==> config.mk <==
export PLATFORM = sky130hd
export DESIGN_NAME = hazard_scoreboard_unit
export DESIGN_NICKNAME = d
export VERILOG_FILES = /design/src/rtl/hazard_scoreboard_unit.sv
export SDC_FILE = /design/constraint.sdc
export NUM_CORES = 1
export LEC_CHECK = 0
export BUFFER_PORTS_ARGS = -buffer_cell sky130_fd_sc_hd__buf_2
export CAP_MARGIN = 10
export CORE_MARGIN = 1
export CORE_UTILIZATION = 55
export CTS_BUF_LIST = sky130_fd_sc_hd__clkbuf_2 sky130_fd_sc_hd__clkbuf_4 sky130_fd_sc_hd__clkbuf_8
export CTS_CLUSTER_DIAMETER = 120
export DETAILED_ROUTE_END_ITERATION = 8
export GPL_TIMING_DRIVEN = 0
export PLACE_DENSITY = 0.86
export SYNTH_ARGS = -nofsm -noshare
export SYNTH_HDL_FRONTEND = slang
export SYNTH_SLANG_ARGS = --single-unit
==> constraint.sdc <==
create_clock -name clk -period 3.4 [get_ports clk]
set_clock_uncertainty 0.15 [all_clocks]
set_input_delay 0.17 -clock clk [delete_from_list [all_inputs] [get_ports clk]]
set_output_delay 0.17 -clock clk [all_outputs]
set_load 0.02 [all_outputs]
==> src/rtl/hazard_scoreboard_unit.sv <==
// Pipeline hazard unit: load-use and multi-cycle RAW detection, EX forwarding select, per-register countdown scoreboard.
// Latency: stall/forward outputs are combinational; a scoreboard entry becomes visible the cycle after issue.
// Backpressure: stall freezes PC and IF/ID and bubbles ID/EX; HAZARD_WAW_CHECK_EN also stalls writes to a pending rd.
module hazard_scoreboard_unit #(
    parameter int NREG    = 32,
    parameter int MAX_LAT = 8,
    parameter int SCW     = 16,
    localparam int AW     = $clog2(NREG),
    localparam int LW     = $clog2(MAX_LAT + 1)
) (
    input  logic            clk,
    input  logic            rst_n,
    // ID stage
    input  logic            id_valid,
    input  logic [AW-1:0]   id_rs1_addr,
    input  logic [AW-1:0]   id_rs2_addr,
    input  logic            id_rs1_used,
    input  logic            id_rs2_used,
    input  logic [AW-1:0]   id_rd_addr,
    input  logic            id_RegWrite,
    input  logic            id_mc_op,
    input  logic [LW-1:0]   id_mc_lat,
    input  logic            flush,
    // EX stage
    input  logic [AW-1:0]   ex_rd_addr,
    input  logic            ex_MemRead,
    input  logic [AW-1:0]   ex_rs1_addr,
    input  logic [AW-1:0]   ex_rs2_addr,
    // MEM / WB stages
    input  logic [AW-1:0]   mem_rd_addr,
    input  logic [AW-1:0]   wb_rd_addr,
    input  logic            mem_RegWrite,
    input  logic            wb_RegWrite,
    // Pipeline control
    output logic            PCWrite,
    output logic            IF_ID_Write,
    output logic            ID_EX_Bubble,
    output logic [1:0]      ForwardA,
    output logic [1:0]      ForwardB,
    output logic [NREG-1:0] mc_pending,
    output logic [SCW-1:0]  stall_cycles
);

    // Forwarding select encodings
    localparam logic [1:0] FWD_RF  = 2'b00;
    localparam logic [1:0] FWD_MEM = 2'b10;
    localparam logic [1:0] FWD_WB  = 2'b01;

    // Scoreboard state: one countdown per architectural register
    logic [LW-1:0]  cnt_q [NREG];
    logic [LW-1:0]  cnt_d [NREG];
    logic [SCW-1:0] stall_cycles_q;
    logic [SCW-1:0] stall_cycles_d;

    // Decoded hazard terms
    logic           rs1_live;
    logic           rs2_live;
    logic           load_use;
    logic           raw_mc;
    logic           waw_mc;
    logic           stall;
    logic           issue;
    logic [LW-1:0]  lat_clamped;

    // Derive the pending vector from the countdowns; x0 never holds an entry
    always_comb begin
        mc_pending = '0;
        for (int r = 1; r < NREG; r++) begin
            mc_pending[r] = (cnt_q[r] != '0);
        end
    end

    // Source operands that actually matter for hazards (x0 is hardwired zero)
    always_comb begin
        rs1_live = id_rs1_used && (id_rs1_addr != '0);
        rs2_live = id_rs2_used && (id_rs2_addr != '0);
    end

    // Load-use: the load in EX produces a register the ID instruction reads
    always_comb begin
        load_use = 1'b0;
        if (ex_MemRead && (ex_rd_addr != '0)) begin
            load_use = (id_rs1_used && (ex_rd_addr == id_rs1_addr)) ||
                       (id_rs2_used && (ex_rd_addr == id_rs2_addr));
        end
    end

    // RAW against an outstanding multi-cycle result; a source is released the
    // cycle after its count reaches zero, when WB/regfile supplies the value
    always_comb begin
        raw_mc = id_valid &&
                 ((rs1_live && mc_pending[id_rs1_addr]) ||
                  (rs2_live && mc_pending[id_rs2_addr]));
    end

`ifdef HAZARD_WAW_CHECK_EN
    // Hold any writer of a register whose multi-cycle result is still in flight
    always_comb begin
        waw_mc = id_valid && id_RegWrite && (id_rd_addr != '0) &&
                 mc_pending[id_rd_addr];
    end
`else
    // Without the WAW check a new issue to a pending rd simply restarts its count
    always_comb begin
        waw_mc = 1'b0;
    end
`endif

    // Stall decision and pipeline control; flush squashes the ID instruction so
    // it neither stalls nor issues, while in-flight counts keep running
    always_comb begin
        stall        = id_valid && !flush && (load_use || raw_mc || waw_mc);
        PCWrite      = !stall;
        IF_ID_Write  = !stall;
        ID_EX_Bubble = stall;
        issue        = id_valid && !flush && !stall && id_RegWrite &&
                       id_mc_op && (id_rd_addr != '0);
    end

    // Clamp the requested latency into 1..MAX_LAT so an entry always lives at
    // least one cycle and never exceeds the configured maximum
    always_comb begin
        lat_clamped = id_mc_lat;
        if (id_mc_lat == '0) begin
            lat_clamped = LW'(1);
        end else if (id_mc_lat > LW'(MAX_LAT)) begin
            lat_clamped = LW'(MAX_LAT);
        end
    end

    // Countdown next state: a new issue overrides the decrement of that entry
    always_comb begin
        for (int r = 0; r < NREG; r++) begin
            cnt_d[r] = cnt_q[r];
            if (r == 0) begin
                cnt_d[r] = '0;
            end else if (issue && (id_rd_addr == AW'(r))) begin
                cnt_d[r] = lat_clamped;
            end else if (cnt_q[r] != '0) begin
                cnt_d[r] = cnt_q[r] - LW'(1);
            end
        end
    end

    // Saturating count of stalled cycles
    always_comb begin
        stall_cycles_d = stall_cycles_q;
        if (stall && (stall_cycles_q != {SCW{1'b1}})) begin
            stall_cycles_d = stall_cycles_q + SCW'(1);
        end
    end

    // Scoreboard and statistics registers; reset discards every pending entry
    always_ff @(posedge clk or negedge rst_n) begin
        if (!rst_n) begin
            for (int r = 0; r < NREG; r++) begin
                cnt_q[r] <= '0;
            end
            stall_cycles_q <= '0;
        end else begin
            for (int r = 0; r < NREG; r++) begin
                cnt_q[r] <= cnt_d[r];
            end
            stall_cycles_q <= stall_cycles_d;
        end
    end

    assign stall_cycles = stall_cycles_q;

    // EX operand forwarding; the younger MEM result wins over WB
    always_comb begin
        ForwardA = FWD_RF;
        if (mem_RegWrite && (mem_rd_addr != '0) && (mem_rd_addr == ex_rs1_addr)) begin
            ForwardA = FWD_MEM;
        end else if (wb_RegWrite && (wb_rd_addr != '0) && (wb_rd_addr == ex_rs1_addr)) begin
            ForwardA = FWD_WB;
        end

        ForwardB = FWD_RF;
        if (mem_RegWrite && (mem_rd_addr != '0) && (mem_rd_addr == ex_rs2_addr)) begin
            ForwardB = FWD_MEM;
        end else if (wb_RegWrite && (wb_rd_addr != '0) && (wb_rd_addr == ex_rs2_addr)) begin
            ForwardB = FWD_WB;
        end
    end

endmodule

# Word level (Yosys, flattened, before mapping)
# Index checks and enable logic that the tools add are counted.
# totals
wordCells	304
input_bits	55
out_inout_bits	55
reg_bits	140
# op_classes
n_eq_ne	38
n_addsub	32
n_mux	73
magnitude_cmp	3
reduce_logical	126
# op_table
operator	count
two-way mux 4 bit	64
nonzero test 4 bit	31
subtractor 4 x 1 -> 4 bit, second input constant	31
equality test 5 bit, second input constant	16
nonzero test 2 bit	31
logical AND 1 bit	52
equality test 5 x 4 -> 1 bit, second input constant	8
equality test 5 bit	6
nonzero test 5 bit	6
equality test 5 x 3 -> 1 bit, second input constant	4
adder 16 x 1 -> 16 bit, second input constant	1
inequality test 16 bit, second input constant	1
< comparator 5 x 6 -> 1 bit, second input constant	2
binary-select mux 1 bit (select 5 bit)	2
equality test 5 x 2 -> 1 bit, second input constant	2
equality test 5 x 1 -> 1 bit, second input constant	1
two-way mux 1 bit	5
> comparator 4 bit, second input constant	1
logical NOT 4 bit	1
two-way mux 2 bit	2
logical OR 1 bit	3
logical NOT 1 bit	2

# Longest topological paths before layout
# logic_depth
depth_word	15
depth_mapped	13

# Worst setup path after synthesis
# No wires, ideal clock.
# synth_timing
kind	flip-flop to flip-flop
start	register cnt_q[68] (netlist bit)
end	register cnt_q[111] (netlist bit)
path_buffers	3
slack_ns	-0.246
path_stages_with_launch	14
t_arrival_ns	3.371
cell_sequence	dfrtp_1 -> inv_1 -> ha_1 -> or3b_1 -> buf_2 -> a31o_1 -> a211oi_2 -> a211oi_1 -> or4_1 -> or3_1 -> buf_6 -> buf_12 -> nor4_4 -> mux2_4
# synth_via
elab_chain_len	15
elab_cells_between_ends	19
classes_between	5 x mux; 14 x reduce/logical
# synth_lines
item	line_no	source
start, declared	50	logic [LW-1:0] cnt_q [NREG];
start signal, assigned by index	162	cnt_q[r] <= cnt_d[r];
nonzero test 4 bit *	69	mc_pending[r] = (cnt_q[r] != '0);
net mc_pending[14]	40	output logic [NREG-1:0] mc_pending,
binary-select mux 1 bit (select 5 bit), on equally long branches	92, 93	
two-way mux 1 bit, on equally long branches	92, 93	
logical AND 1 bit, on equally long branches	92, 93	
logical OR 1 bit *	92	((rs1_live && mc_pending[id_rs1_addr]) ||
logical AND 1 bit *	91	raw_mc = id_valid &&
logical OR 1 bit *	112	stall = id_valid && !flush && (load_use || raw_mc || waw_mc);
logical AND 1 bit *	112	
logical NOT 1 bit *	116	issue = id_valid && !flush && !stall && id_RegWrite &&
logical AND 1 bit * (3 in series)	116	
logical AND 1 bit *	117	id_mc_op && (id_rd_addr != '0);
logical AND 1 bit *	137	end else if (issue && (id_rd_addr == AW'(r))) begin
two-way mux 4 bit / nonzero test 2 bit (equally long branches)	-	
# Mark *: on every way through the listed nets, which the timed path passes. The rest lies on a longest branch. The select of a mux whose other input is x is not followed.
# A chain may end at the register's enable or synchronous reset.

# Worst setup path after layout
# layout_timing
start	register cnt_q[72] (netlist bit)
end	register cnt_q[111] (netlist bit)
# layout_via
elab_chain_len	15
elab_cells_between_ends	19
classes_between	5 x mux; 14 x reduce/logical
# layout_lines
item	line_no
nonzero test 4 bit *	69
binary-select mux 1 bit (select 5 bit), on equally long branches	92, 93
two-way mux 1 bit, on equally long branches	92, 93
logical AND 1 bit, on equally long branches	92, 93
logical OR 1 bit *	92
logical AND 1 bit *	91
logical OR 1 bit *	112
logical AND 1 bit *	112
logical NOT 1 bit *	116
logical AND 1 bit * (3 in series)	116
logical AND 1 bit *	117
logical AND 1 bit *	137
two-way mux 4 bit / nonzero test 2 bit (equally long branches)	-
# Every way passes the cells marked *; elsewhere a longest branch is shown, timed or not. The select of a mux whose other input is x is not followed.

==> implementation parameters <==
Parameter                              Value

Synthesis
  Post-synth top cells    dfrtp_1, inv_1, mux2i_1
  Post-synthesis cell type with the largest combined area    dfrtp_1
  Post-synthesis compound-gate area fraction    under 10%
  Top cell type's share of synthesized area    between 30% and 40%
  Total nets after synthesis    approximately 1.1k
  Number of flops mapped to enable cells by yosys    0
  Post-synthesis share of cell area spent on full adders, half adders and majority gates    roughly 4.2%
  Fraction of the yosys area taken by sequential cells    between 30% and 40%
  Dominant cell by count in the synthesized netlist    dfrtp_1
  Proportion of register bits with asynchronous set or reset after synthesis    100.0%
  Post-synthesis share of cell area spent on xor and xnor gates    ~7.2%
  Largest family of logic cells by synthesized area    simple AND/OR/NAND/NOR gates
  Syn Area/Cell    9.786 µm²
  Fraction of the mapped netlist area in simple logic gates    around a fifth
  Warning count from the yosys run    0
  Post-synthesis mux area share    15.42%
  Cell types with the largest area share after synthesis    dfrtp_1, mux2i_1, inv_1
  Post-synthesis instance area    ~9500 µm²
  Count of unique library cells instantiated by Yosys    approximately 60
  Mapped Cells    a little under 1k
  Ys flop type    dfrtp_1
  Flops & latches, synth    140

Global routing
  First-pass GRT wire length    around 40 mm
  Total congestion overflow    0
  Antenna violations before repair    0
  Largest net degree at the start of global routing    75
  Number of global-route vias before repair    between 8k and 9k
  Global Route Usage Sum    between 20 and 30%

STA
  Hold Fails Final Rpt    0
  Smallest setup slack after layout    -307.3 ps
  Max_slew headroom    37.82%
  Setup repair after global routing missed its margin    yes
  Worst hold margin    17.94 ps
  Ratio of final minimum period to clock period    109.0%
  Tightest Pin Transition    925.6 ps
  Fmax    between 200 and 300 MHz
  Number of pins with negative max-slew slack in the final report    0
  Minimum clock period after layout    3707 ps
  Final setup violating endpoints    103

Route
  Average routed wire per standard cell    19.09 µm
  Detailed-route DRC error count    0
  First-iteration detailed-routing DRC count    between 700 and 800
  Total iterations of the first detailed-routing run    5
  Vias after detailed routing    8395
  Via-per-instance ratio    5.950
  Wire length reported by the detailed router    26.93 mm
  Post-DRT Antenna Nets    0

Clock network
  Number of clock buffers inserted by TritonCTS    17
  Clock tree from TritonCTS    done
  Clk slew on worst S/H paths    ~90 ps
  CTS root buf    clkbuf_8
  Clock insertion delay at the later pin of the skew report    470 ps
  Clock tree buffer depth    2
  CTS H-Tree Depth    4
  Clock sink count    140

Critical path
  Peak fanout along the critical path    6
  Worst path arrival time    3910 ps
  Data required time of the critical path    around 3600 ps
  Crit path kind    register to register
  Critical Path End Type    register
  Critical Path Start Type    register

Placed design
  Half-perimeter wire length of the detailed placement result    roughly 17 mm
  Weighted congestion at the end of routability-driven global placement    0.9534
  I/O Buffers    about 110

Floorplan
  Number of standard-cell rows in the floorplan    47
  Die outline height    around 130 µm
  Num ports    110
  Area of the placeable core    16700 µm²
  Effective utilization at floorplan    a little under three fifths
  Chip width    between 100 and 150 µm
  Die area    roughly 18000 µm²

Cells and area
  Total inserted antenna cells    0
  Area growth, synth to finish    25.35%
  Final cell utilization of the core    between 70% and 80%
  Layout cell share with drive strength beyond 1    ~28%
  Final Net Count    around 1.3k

Pwr
  LEAKAGE    5.655 nW
  Largest voltage drop on the vdd net    approximately 0.47 mV
  P per Cell Area    roughly 830 nW/µm²

Outcome
  Status    finished, violations left
  Failing checks    negative setup slack

Worst hold path
  Type of the worst min-delay path    input pin to register

Run
  Maximum Capacitance Violations    0
==> per-stage QoR <==
stage	TNS, ps	area, µm²	total power, mW	setup slack [ps]	instances
floorplan	-854.7	9518	6.477	-120.6	967
global placement	-65630	10320	7.287	-883.8	1293
detailed placement	-75550	10360	7.573	-911.6	1294
CTS	-11950	11580	9.332	-268.6	1386
global route	-33040	11860	10.55	-442.9	1411
finish	-15230	11860	9.841	-307.3	1411
==> cells by family after synthesis <==
kind of cell | count (synthesis)
buffers and inverters | 157
AOI/OAI and AO/OA | 125
DFF | 140
and+or+nand+nor | 298
other | 1
adders and majority gates | 32
xor gates and xnor gates | 78
muxes | 136
==> flip-flops by register name, indices dropped and copies added (netlist names) <==
register / flops
stall_cycles: 16
cnt_q: 124
==> final timing paths <==
| check | start | endpoint | slack (ps) | depth (start not counted) |
|---|---|---|---|---|
| worst max-delay path | cnt_q[72] | cnt_q[111] | -310 | 12 |
| worst min-delay path | id_rd_addr[0] | cnt_q[122] | 20 | 3 |
| worst max register to register | cnt_q[72] | cnt_q[111] | -310 | 12 |
| worst min register to register | stall_cycles[10] | stall_cycles[10] | 350 | 1 |
| max in group asynchronous | rst_n | cnt_q[47] | 2190 | 3 |
| min in group asynchronous | rst_n | stall_cycles[0] | 110 | 2 |
==> placed cells by master, fill, tap and decap left out, types with 21 or more instances in the layout <==
| cell type | n |
|---|---|
| or3_1 | 31 |
| buf_2 | 105 |
| nor3b_1 | 27 |
| nor3b_4 | 26 |
| buf_4 | 69 |
| buf_6 | 21 |
| dfrtp_1 | 140 |
| ha_1 | 26 |
| nor3_1 | 38 |
| clkbuf_1 | 22 |
| nor2_1 | 37 |
| xor2_1 | 38 |
| xnor2_1 | 40 |
| a21oi_1 | 54 |
| nand2_1 | 24 |
| inv_1 | 116 |
| mux2i_1 | 97 |
| a21o_1 | 31 |
==> layer usage <==
metal,track usage (%),vias to the layer above,wire (µm)
met5,0,-,0
met3,6.050,103,2084
li1,-,3804,-
met4,12.69,0,1068
met2,50.96,399,13340
met1,35.86,4089,10440
==> report_power, final <==
part           total [mW]  internal [mW]  switching, mW  leakage [nW]
Clock                1.25          0.531          0.721         0.164
Combinational        5.40           2.63           2.77          3.77
Sequential           3.19           2.45          0.747          1.72
==> repair_timing <==
action                                 CTS  global route
hold buffers                             5             0
endpoints found under the hold margin   70             0
setup endpoints to repair              143           135
pin swaps                               21             9
gates resized for setup                 79            27
buffers inserted                        57            26
gates cloned                             1             0
==> critical path, stage by stage (launching register included) <==
cell and delay, ps:
dfrtp_1 390, inv_1 90, ha_2 210, nor3b_4 320
mux2i_1 200, a211oi_2 300, a211oi_2 140, or4_1 420
or3_4 500, buf_12 180, nor4_4 220, buf_6 170
mux2_4 290
==> final cells by class <==
cell class                 count  area (µm²)
timing repair buffer         196        1348
clock inverter                13       91.34
tap                          220       275.3
fill                        1173        4840
sequential                   140        3503
clock buffer                  19       255.2
buffer                        32       161.4
inverter                     121       454.2
multi-input combinational    670        5773
No activity file was read; power rests on OpenSTA's default activity.
